<file path="config.mk">
export PLATFORM = sky130hd
export DESIGN_NAME = entry_buffer
export DESIGN_NICKNAME = d
export VERILOG_FILES = /design/src/rtl/entry_buffer.sv
export SDC_FILE = /design/constraint.sdc
export NUM_CORES = 1
export LEC_CHECK = 0
export ABC_AREA = 1
export BUFFER_PORTS_ARGS = -buffer_cell sky130_fd_sc_hd__buf_2
export CAP_MARGIN = 20
export CORE_ASPECT_RATIO = 0.6
export CORE_MARGIN = 3
export CORE_UTILIZATION = 45
export DETAILED_ROUTE_END_ITERATION = 6
export PLACE_DENSITY = 0.7
export SYNTH_ARGS = -nofsm -noshare
export SYNTH_HDL_FRONTEND = slang
export SYNTH_SLANG_ARGS = --single-unit
export TNS_END_PERCENT = 100
</file>
<file path="constraint.sdc">
create_clock -name clk -period 4.99 [get_ports clk]
set_clock_uncertainty 0.2 [all_clocks]
set_input_delay 0.7485 -clock clk [delete_from_list [all_inputs] [get_ports clk]]
set_output_delay 0.7485 -clock clk [all_outputs]
set_load 0.05 [all_outputs]
</file>
<file path="src/rtl/entry_buffer.sv">
// First-word fall-through entry buffer between fetch and its consumer, with
// almost-full backpressure. Define ENTRY_BUFFER_OVF_EN to add the sticky ovf flag.
module entry_buffer #(
  parameter int DEPTH        = 8,
  parameter int AFULL_MARGIN = 1,
  parameter int ENTRY_W      = 64
) (
  input  logic                   clk,
  input  logic                   reset,
  input  logic                   en,
  input  logic                   in_valid,
  input  logic [ENTRY_W-1:0]     in_entry,
  output logic                   full,
  output logic                   out_valid,
  output logic [ENTRY_W-1:0]     out_entry,
  input  logic                   out_ready,
  output logic [$clog2(DEPTH):0] count,
  output logic                   empty
`ifdef ENTRY_BUFFER_OVF_EN
  ,
  output logic                   ovf
`endif
);

  localparam int PW = $clog2(DEPTH);
  localparam int CW = PW + 1;
  localparam logic [CW-1:0] CAP_LVL   = CW'(DEPTH);
  localparam logic [CW-1:0] AFULL_LVL = CW'(DEPTH - AFULL_MARGIN);

  logic [ENTRY_W-1:0] r_mem [DEPTH];
  logic [PW-1:0]      r_wr_ptr;
  logic [PW-1:0]      r_rd_ptr;
  logic [CW-1:0]      r_count;

  logic               w_at_cap;
  logic               w_push;
  logic               w_pop;
  logic               w_drop;
  logic [CW-1:0]      w_count_nxt;

  assign w_at_cap = (r_count == CAP_LVL);
  assign w_pop    = en & out_valid & out_ready;
  // A pop at capacity frees the slot the same-cycle push writes into.
  assign w_push   = en & in_valid & (~w_at_cap | w_pop);
  assign w_drop   = en & in_valid & w_at_cap & ~w_pop;

  always_comb begin
    // NOTE: default first so every path assigns w_count_nxt; no latch inferred.
    w_count_nxt = r_count;
    case ({w_push, w_pop})
      2'b10:   w_count_nxt = r_count + CW'(1);
      2'b01:   w_count_nxt = r_count - CW'(1);
      default: w_count_nxt = r_count;
    endcase
  end

  // NOTE: sequential state uses non-blocking assignments so all registers
  // update from the same pre-edge values.
  always_ff @(posedge clk) begin
    if (reset) begin
      r_wr_ptr <= '0;
      r_rd_ptr <= '0;
      r_count  <= '0;
    end else begin
      if (w_push) r_wr_ptr <= r_wr_ptr + PW'(1);
      if (w_pop)  r_rd_ptr <= r_rd_ptr + PW'(1);
      r_count <= w_count_nxt;
    end
  end

  // NOTE: storage is deliberately not reset; occupancy alone says which
  // slots hold live data.
  always_ff @(posedge clk) begin
    if (w_push) r_mem[r_wr_ptr] <= in_entry;
  end

`ifdef ENTRY_BUFFER_OVF_EN
  logic r_ovf;

  always_ff @(posedge clk) begin
    if (reset)       r_ovf <= 1'b0;
    else if (w_drop) r_ovf <= 1'b1;
  end

  assign ovf = r_ovf;
`else
  logic w_drop_unused;
  assign w_drop_unused = w_drop;
`endif

  assign count     = r_count;
  assign empty     = (r_count == '0);
  assign out_valid = ~empty;
  assign full      = (r_count >= AFULL_LVL);
  assign out_entry = r_mem[r_rd_ptr];

endmodule

</file>
# --- Word-level counts from Yosys, hierarchy flattened ---
# Memories as Yosys holds them, arrays and structs flattened. A register that Yosys moved wholly into a read port is not among the register bits.
# Index checks and enable logic that the tools add are counted.
classes:
  reduce_logical: 2
  muxes: 5
  eq_ne: 3
  magnitude_cmp: 1
  add_sub_neg: 4
  bitwise: 7
ops:
  columns: ["operator", "n"]
  rows:
  - ["4-bit case mux with 2 select lines", 1]
  - ["3-bit by 1-bit adder with 3-bit output (second input constant)", 2]
  - ["3-bit two-way mux", 2]
  - ["4-bit by 1-bit adder with 4-bit output (second input constant)", 1]
  - ["1-bit AND", 4]
  - ["4-bit == test (second input constant)", 1]
  - ["4-bit by 3-bit greater-or-equal comparator with 1-bit output (second input constant)", 1]
  - ["4-bit logical NOT", 1]
  - ["4-bit by 1-bit subtractor with 4-bit output (second input constant)", 1]
  - ["2-bit by 1-bit == test with 1-bit output (second input constant)", 1]
  - ["2-bit == test (second input constant)", 1]
  - ["1-bit two-way mux", 2]
  - ["1-bit NOT", 2]
  - ["2-bit nonzero test", 1]
  - ["1-bit bitwise OR", 1]
word_totals:
  memories: 1
  ram_bits: 512
  in_bits: 69
  output_inout_bits: 71
  word_cells: 26
  reg_bits: 10
memory_table:
  columns: ["memory", "words", "width", "read_ports", "rd_ports_with_merged_regs", "wr", "line_no", "source"]
  rows:
  - ["r_mem", 8, 64, 1, 1, 1, "30", "logic [ENTRY_W-1:0] r_mem [DEPTH];"]

# --- Depth between registers and ports, before layout ---
# Gate-level depths: netlist of the first run.
depth:
  word_depth: 8
  depth_mapped: 14

# --- Least setup slack after synthesis of the first run ---
# Ideal clock, no wire load.
synth_path:
  path_kind: "flip-flop to flip-flop"
  from: "register r_count[2], in the netlist count[2]"
  to: "memory r_mem[0][0], enable pin"
  setup_ns: 0.486
  path_buffers: 0
  required_time_ns: 4.304
  arrival_ns: 4.132
  path_stages_with_launch: 6
  synth_period_minus_slack_ns: 4.818
  slack_ns: 0.172
  cell_sequence: "dfxtp_1 -> inv_1 -> nand3_1 -> o21bai_1 -> or2_2 -> nor2_1"
synth_via:
  elab_chain_len: 8
  word_cells_on_any_way: 10
  classes_between: "1 x eq/ne; 2 x mux; 6 x bitwise; 1 x reduce/logical"
synth_rtl:
  columns: ["element", "line_no", "source"]
  rows:
  - ["start, declared", "33", "logic [CW-1:0] r_count;"]
  - ["start signal, assigned", "67", "r_count <= w_count_nxt;"]
  - ["4-bit logical NOT", "92", "assign empty = (r_count == '0);"]
  - ["1-bit NOT", "93", "assign out_valid = ~empty;"]
  - ["1-bit AND (2 in series)", "42", "assign w_pop = en & out_valid & out_ready;"]
  - ["1-bit bitwise OR (*)", "44", "assign w_push = en & in_valid & (~w_at_cap | w_pop);"]
  - ["1-bit AND (*)", "44", null]
  - ["1-bit two-way mux (*)", "74", "if (w_push) r_mem[r_wr_ptr] <= in_entry;"]
  - ["1-bit two-way mux (not written as such) (*)", "74", null]
  - ["end, declared", "30", null]
# Mark *: on every way between the ends. The rest lies on a longest branch, timed or not.

==> out/qor.yml, run 1 <==
die:
  die_h_um: 172
  num_io_pins: 140
  start_util: 0.465
  die_w_um: 282
  dieArea_um2: 48300
  coreArea_um2: 44200
  num_rows: 59
power:
  ir_worst_vdd_mv: 0.255
  powerDensity_nw_per_um2: 422
  leakagePower_nw: 7.96
  totalPowerFinal_w: 0.00983
logic_synthesis:
  synth_top_family_by_area: "simple AND/OR/NAND/NOR gates"
  synth.area.mux_share: 0.0312
  synth_area_um2: 20500
  synthAdderAreaFrac: 0.00304
  synthCells: 1538
  synth_nets: 1612
  seq_area_frac_synth: 0.761
  synth.avg_cell_area_um2: 13.4
  ys_types: 23
  synth_compound_area_frac: 0.0863
  ys_ff_latch: 525
  yosys.area_share.simple: 0.0907
  yosys_warnings: 0
  synth-xor-area-share: 0.000853
critical_path:
  r2r-start: "count[2]"
  cp.required_ns: 4.04
  critPathKind: "reg -> out"
  endpoint_kind: "output port"
  worstPathMaxFanout: 177
  max_stage_delay_ns: 0.63
  rrSetupSlack_ns: 2.03
  r2r_cells: 6
  crit_top_cell: "nand2_1"
  r2r-end: "r_mem[4][36]"
  start_kind: "register"
  cp_cell_sequence: "buf_12 -> o21ai_0 -> o22ai_1 -> nand2_1 -> nand2_1 -> buf_2"
  critPathArrivalTime_ns: 2.93
  critPathSlowestCell: "buf_12"
drt:
  wirelength_um: 45900
  wl_per_cell_um: 20.2
  dr.pass1.iters: 5
  drc: 0
  drtAntennaViolNets: 0
  vias: 12200
  vias_per_cell: 5.37
  drtIter0Drc: 1316
placement:
  portBuffers: 139
  hpwl_um: 23900
  gp_congestion: 0.742
clock_tree:
  clkTransAtPathRegs_ns: 0.06
  cts_tree: "built"
  cts_buffers: 48
  cts_resized: 0
  clock-sinks: 525
  clkLatencyLatePin_ns: 0.55
  cts-root-buf: "clkbuf_16"
  h-tree-depth: 2
  cts_setup_buffers: 0
  cts-hold-fix-buffers: 0
  clockBufferDepth: 3
timing:
  setup_tns_ns: 0
  tightest_slew_ns: 1.06
  period_share: 0.778
  setup_violations: 0
  fmax_mhz: 258
  hold_viol: 0
  grt_setup_unrepaired: "no"
  slew_violations: 0
  min_period_ns: 3.88
  slew_headroom: 0.294
min_path:
  hold_path_class: "in -> reg"
  hold_path_depth: 2
  min_delay_worst_endpoint: "r_wr_ptr[0]"
  hp-start: "reset"
flow_run:
  drv_cap: 0
grt:
  first_global_vias: 11800
  track_usage: 0.188
  antenna_found_initial: 5
  grt_max_degree: 178
  grt-ovfl-total: 0
  grt_pass1_wl_um: 69800
cells_and_area:
  final_common_cell: "edfxtp_1"
  drive_gt1_frac: 0.138
  nNetsFinal: 1733
  area_delta_synth_final_pct: 13.3
  final_cell_mix: "edfxtp_1, nor2_1, o21ai_0"
status:
  outcome: "finished clean"
==> cells in the mapped netlist <==
cell	count	share of area
nand2_1	211	0.039
xnor2_1	2	0.00085
nor2_1	273	0.050
inv_1	19	0.0035
ha_1	5	0.0030
inv_2	2	0.00037
o21ai_1	32	0.0078
buf_2	15	0.0037
mux2i_1	64	0.031
nor3_1	2	0.00049
nand3_1	6	0.0015
buf_12	5	0.0049
buf_6	2	0.0011
o22ai_1	64	0.019
o21ai_0	233	0.057
a21oi_1	8	0.0019
dfxtp_1	13	0.013
edfxtp_1	512	0.75
clkbuf_1	48	0.0088
buf_4	6	0.0022
o21bai_1	1	0.00037
or2_2	1	0.00030
buf_1	14	0.0026
==> worst max-delay path, delay by kind of cell, from the launching register on <==
kind / cells / cell delay (ns)
buffers and inverters: 2 / 0.91
DFF: 1 / 0.54
AOI/OAI and AO/OA: 2 / 0.52
and+or+nand+nor: 2 / 0.21
==> state kept, by name, indices dropped and copies added, names as in the netlist, named ones only <==
| signal | cells |
|---|---|
| r_mem | 512 |
| r_rd_ptr | 3 |
| count | 4 |
| r_wr_ptr | 3 |
==> kinds of logic (layout without fill, tap and decap cells) <==
kind of cell / after synthesis / count (layout)
buffers and inverters: 111 / 267
other: 0 / 2
and+or+nand+nor: 493 / 493
DFF: 525 / 525
AOI/OAI and AO/OA: 338 / 338
adders and majority gates: 5 / 5
xor gates and xnor gates: 2 / 2
muxes: 64 / 64
==> where the power goes <==
group | total, W | leakage (nW) | internal (W) | switching (W)
registers | 0.00497 | 4.73 | 0.00492 | 0.0000529
logic | 0.00145 | 2.53 | 0.000360 | 0.00109
clock network | 0.00341 | 0.700 | 0.00188 | 0.00153
total | 0.00983 | 7.96 | 0.00716 | 0.00267
==> worst max-delay path by stage <==
stage,from,to,slack (ns),cells after the start
2_1_floorplan,count[2],r_mem[0][0],0.17,5
3_3_place_gp,en,r_mem[4][17],1.73,6
3_5_place_dp,register,out_entry[24],1.70,7
4_1_cts,register,out_entry[24],1.10,7
5_1_grt,register,out_entry[35],0.92,8
6_report,register,out_entry[24],1.11,6
==> layer usage <==
| layer | up-vias | part of all wire | routed length, um | global-route usage |
|---|---|---|---|---|
| li1 | 5817 | - | - | - |
| met1 | 5979 | 0.48 | 22200 | 0.291 |
| met2 | 346 | 0.44 | 20400 | 0.281 |
| met3 | 56 | 0.060 | 2770 | 0.0351 |
| met4 | 8 | 0.011 | 485 | 0.0363 |
| met5 | - | 0.0013 | 58 | 0 |
==> stage by stage <==
step / worst slack (ns) / hold WS (ns) / util / cell area [um2] / instances
finish: 1.11 / 0.201 / 0.527 / 23300 / 2275
global route: 0.921 / 0.181 / 0.527 / 23300 / 2273
CTS: 1.10 / 0.168 / 0.526 / 23300 / 2272
detailed placement: 1.70 / 0.272 / 0.494 / 21800 / 2187
global placement: 1.73 / 0.259 / 0.494 / 21800 / 2187
floorplan: 0.172 / 0.248 / - / 20500 / 1538
==> cell type report <==
cell class | instances | area, um2
Timing Repair Buffer | 161 | 981
Sequential cell | 525 | 15600
Antenna cell | 2 | 5.00
Multi-Input combinational cell | 902 | 4420
Clock buffer | 62 | 1250
Fill cell | 3641 | 20900
Inverter | 21 | 83.8
Clock inverter | 23 | 180
Tap cell | 579 | 724
No activity file was read; power rests on OpenSTA's default activity.
==> run 2, diff against run 1 <==
PLACE_DENSITY = 0.67   (was 0.7)
clock period = 4.1 ns   (was 4.99 ns; I/O delays follow)
==> run 2 against run 1 <==
Net effect: clock power grew 29%; setup slack worse by 0.71 ns; sequential share of layout area fell by 0.37 points; first-iteration DRC count is 1.3% lower; cell count is essentially flat; total power increased by 24%; sequential power increased by 22%; non-clock buffer count increased by 4; flip-flop and latch count is the same; register-to-register slack worse by 0.67 ns; routed wire length is 2.8% lower.
==> out/qor.yml, run 2 (synthesized netlist as in run 1, its figures left out) <==
placement:
  portBuffers: 139
  gp_congestion: 0.725
  hpwl_um: 24000
  dp_slack_ns: 0.980
cells_and_area:
  final_common_cell: "edfxtp_1"
  seq_area_um2: 15600
  nNetsFinal: 1737
  largest_reg_flops: 512
  multi_input_area_um2: 4420
  fillers: 3586
  area_delta_synth_final_pct: 14.0
  largest-register: "r_mem"
  final_cell_mix: "edfxtp_1, nor2_1, o21ai_0"
  drive_gt1_frac: 0.145
critical_path:
  critPathKind: "reg -> out"
  endpoint: "out_entry[58]"
  critPathArrivalTime_ns: 2.88
  cp.required_ns: 3.28
  r2r-start: "count[2]"
  cp_cell_sequence: "buf_4 -> nor2_1 -> nor2_1 -> o21ai_0 -> o21ai_0 -> nand2_1 -> nand2_1 -> buf_2"
  max_stage_delay_ns: 0.66
  rrSetupSlack_ns: 1.36
  r2r_cells: 6
  start_kind: "register"
  critPathSlowestCell: "dfxtp_4"
  worstPathMaxFanout: 49
  endpoint_kind: "output port"
  r2r-end: "r_mem[2][21]"
clock_tree:
  cts-root-buf: "clkbuf_16"
  cts_tree: "built"
  cts_buffers: 48
  clock-sinks: 525
  h-tree-depth: 2
  clkTransAtPathRegs_ns: 0.06
  cts-hold-fix-buffers: 0
  clkLatencyLatePin_ns: 0.56
  cts_setup_buffers: 0
  clockBufferDepth: 3
  cts_resized: 0
timing:
  setup_violations: 0
  hold_viol: 0
  min_period_ns: 3.70
  period_share: 0.902
  fmax_mhz: 270
  fin_hold_ws_ns: 0.0838
  setup_slack_ns: 0.400
  grt_setup_unrepaired: "no"
  slew_violations: 0
  tightest_slew_ns: 0.963
  slew_headroom: 0.358
min_path:
  hold_path_class: "in -> reg"
power:
  leakagePower_nw: 8.04
  ir_worst_vdd_mv: 0.288
  totalPowerFinal_w: 0.0122
  powerDensity_nw_per_um2: 522
drt:
  drc: 0
  drtIter0Drc: 1299
  drtAntennaViolNets: 0
  vias_per_cell: 5.37
  dr.pass1.iters: 5
  vias: 12200
  wirelength_um: 44600
  wl_per_cell_um: 19.6
die:
  coreArea_um2: 44200
  die_w_um: 282
  dieArea_um2: 48300
  num_rows: 59
  die_h_um: 172
  start_util: 0.465
  num_io_pins: 140
grt:
  first_global_vias: 12000
  grt-ovfl-total: 0
  grt_pass1_wl_um: 69400
  antenna_found_initial: 7
  grt_max_degree: 93
  track_usage: 0.185
flow_run:
  drv_cap: 0
status:
  outcome: "finished clean"
[run 2: worst min-delay path by stage]
stage	startpoint	end	slack, ns	depth (start not counted)
after detailed placement	r_rd_ptr[0]	r_rd_ptr[0]	0.29	1
final	reset	r_wr_ptr[0]	0.08	2
after CTS	reset	r_wr_ptr[0]	0.06	2
after global placement	r_rd_ptr[0]	r_rd_ptr[0]	0.26	1
after global routing	reset	r_wr_ptr[0]	0.08	2
after floorplan	r_rd_ptr[0]	register	0.25	1
[run 2: metal layers]
metal | track usage | routed length [um] | vias to the layer above | part of all wire
li1 | - | - | 5833 | -
met4 | 0.0384 | 587 | 10 | 0.013
met2 | 0.295 | 20400 | 360 | 0.46
met3 | 0.0391 | 3250 | 60 | 0.073
met5 | 0 | 65 | - | 0.0015
met1 | 0.266 | 20300 | 5969 | 0.46
[run 2: layout make-up]
| type | count | share of cell area |
|---|---|---|
| inverter | 21 | 0.00358 |
| multi-input combinational | 902 | 0.189 |
| clock inverter | 30 | 0.0127 |
| tap | 579 | 0.0309 |
| sequential | 525 | 0.668 |
| clock buffer | 54 | 0.0532 |
| timing repair buffer | 165 | 0.0428 |
| antenna | 1 | 0.000107 |
[run 2: worst max-delay path, delay by kind of cell, from the launching register on]
| kind | cells | cell delay (ns) |
|---|---|---|
| buffers and inverters | 2 | 0.89 |
| DFF | 1 | 0.66 |
| and+or+nand+nor | 4 | 0.51 |
| AOI/OAI and AO/OA | 2 | 0.19 |
[run 2: stage by stage]
step | TNS (ns) | instances | utilization | area (um2)
6_report | 0 | 2277 | 0.530 | 23400
5_1_grt | 0 | 2276 | 0.530 | 23400
4_1_cts | 0 | 2276 | 0.530 | 23400
3_5_place_dp | 0 | 2192 | 0.495 | 21900
3_3_place_gp | 0 | 2192 | 0.495 | 21900
2_1_floorplan | -183.82 | 1538 | - | 20600
[run 2: power by group]
part	total, W	switching [W]	internal (W)
Clock	0.00441	0.00186	0.00255
Combinational	0.00176	0.00132	0.000443
Sequential	0.00605	0.0000691	0.00598
Total	0.0122	0.00325	0.00898
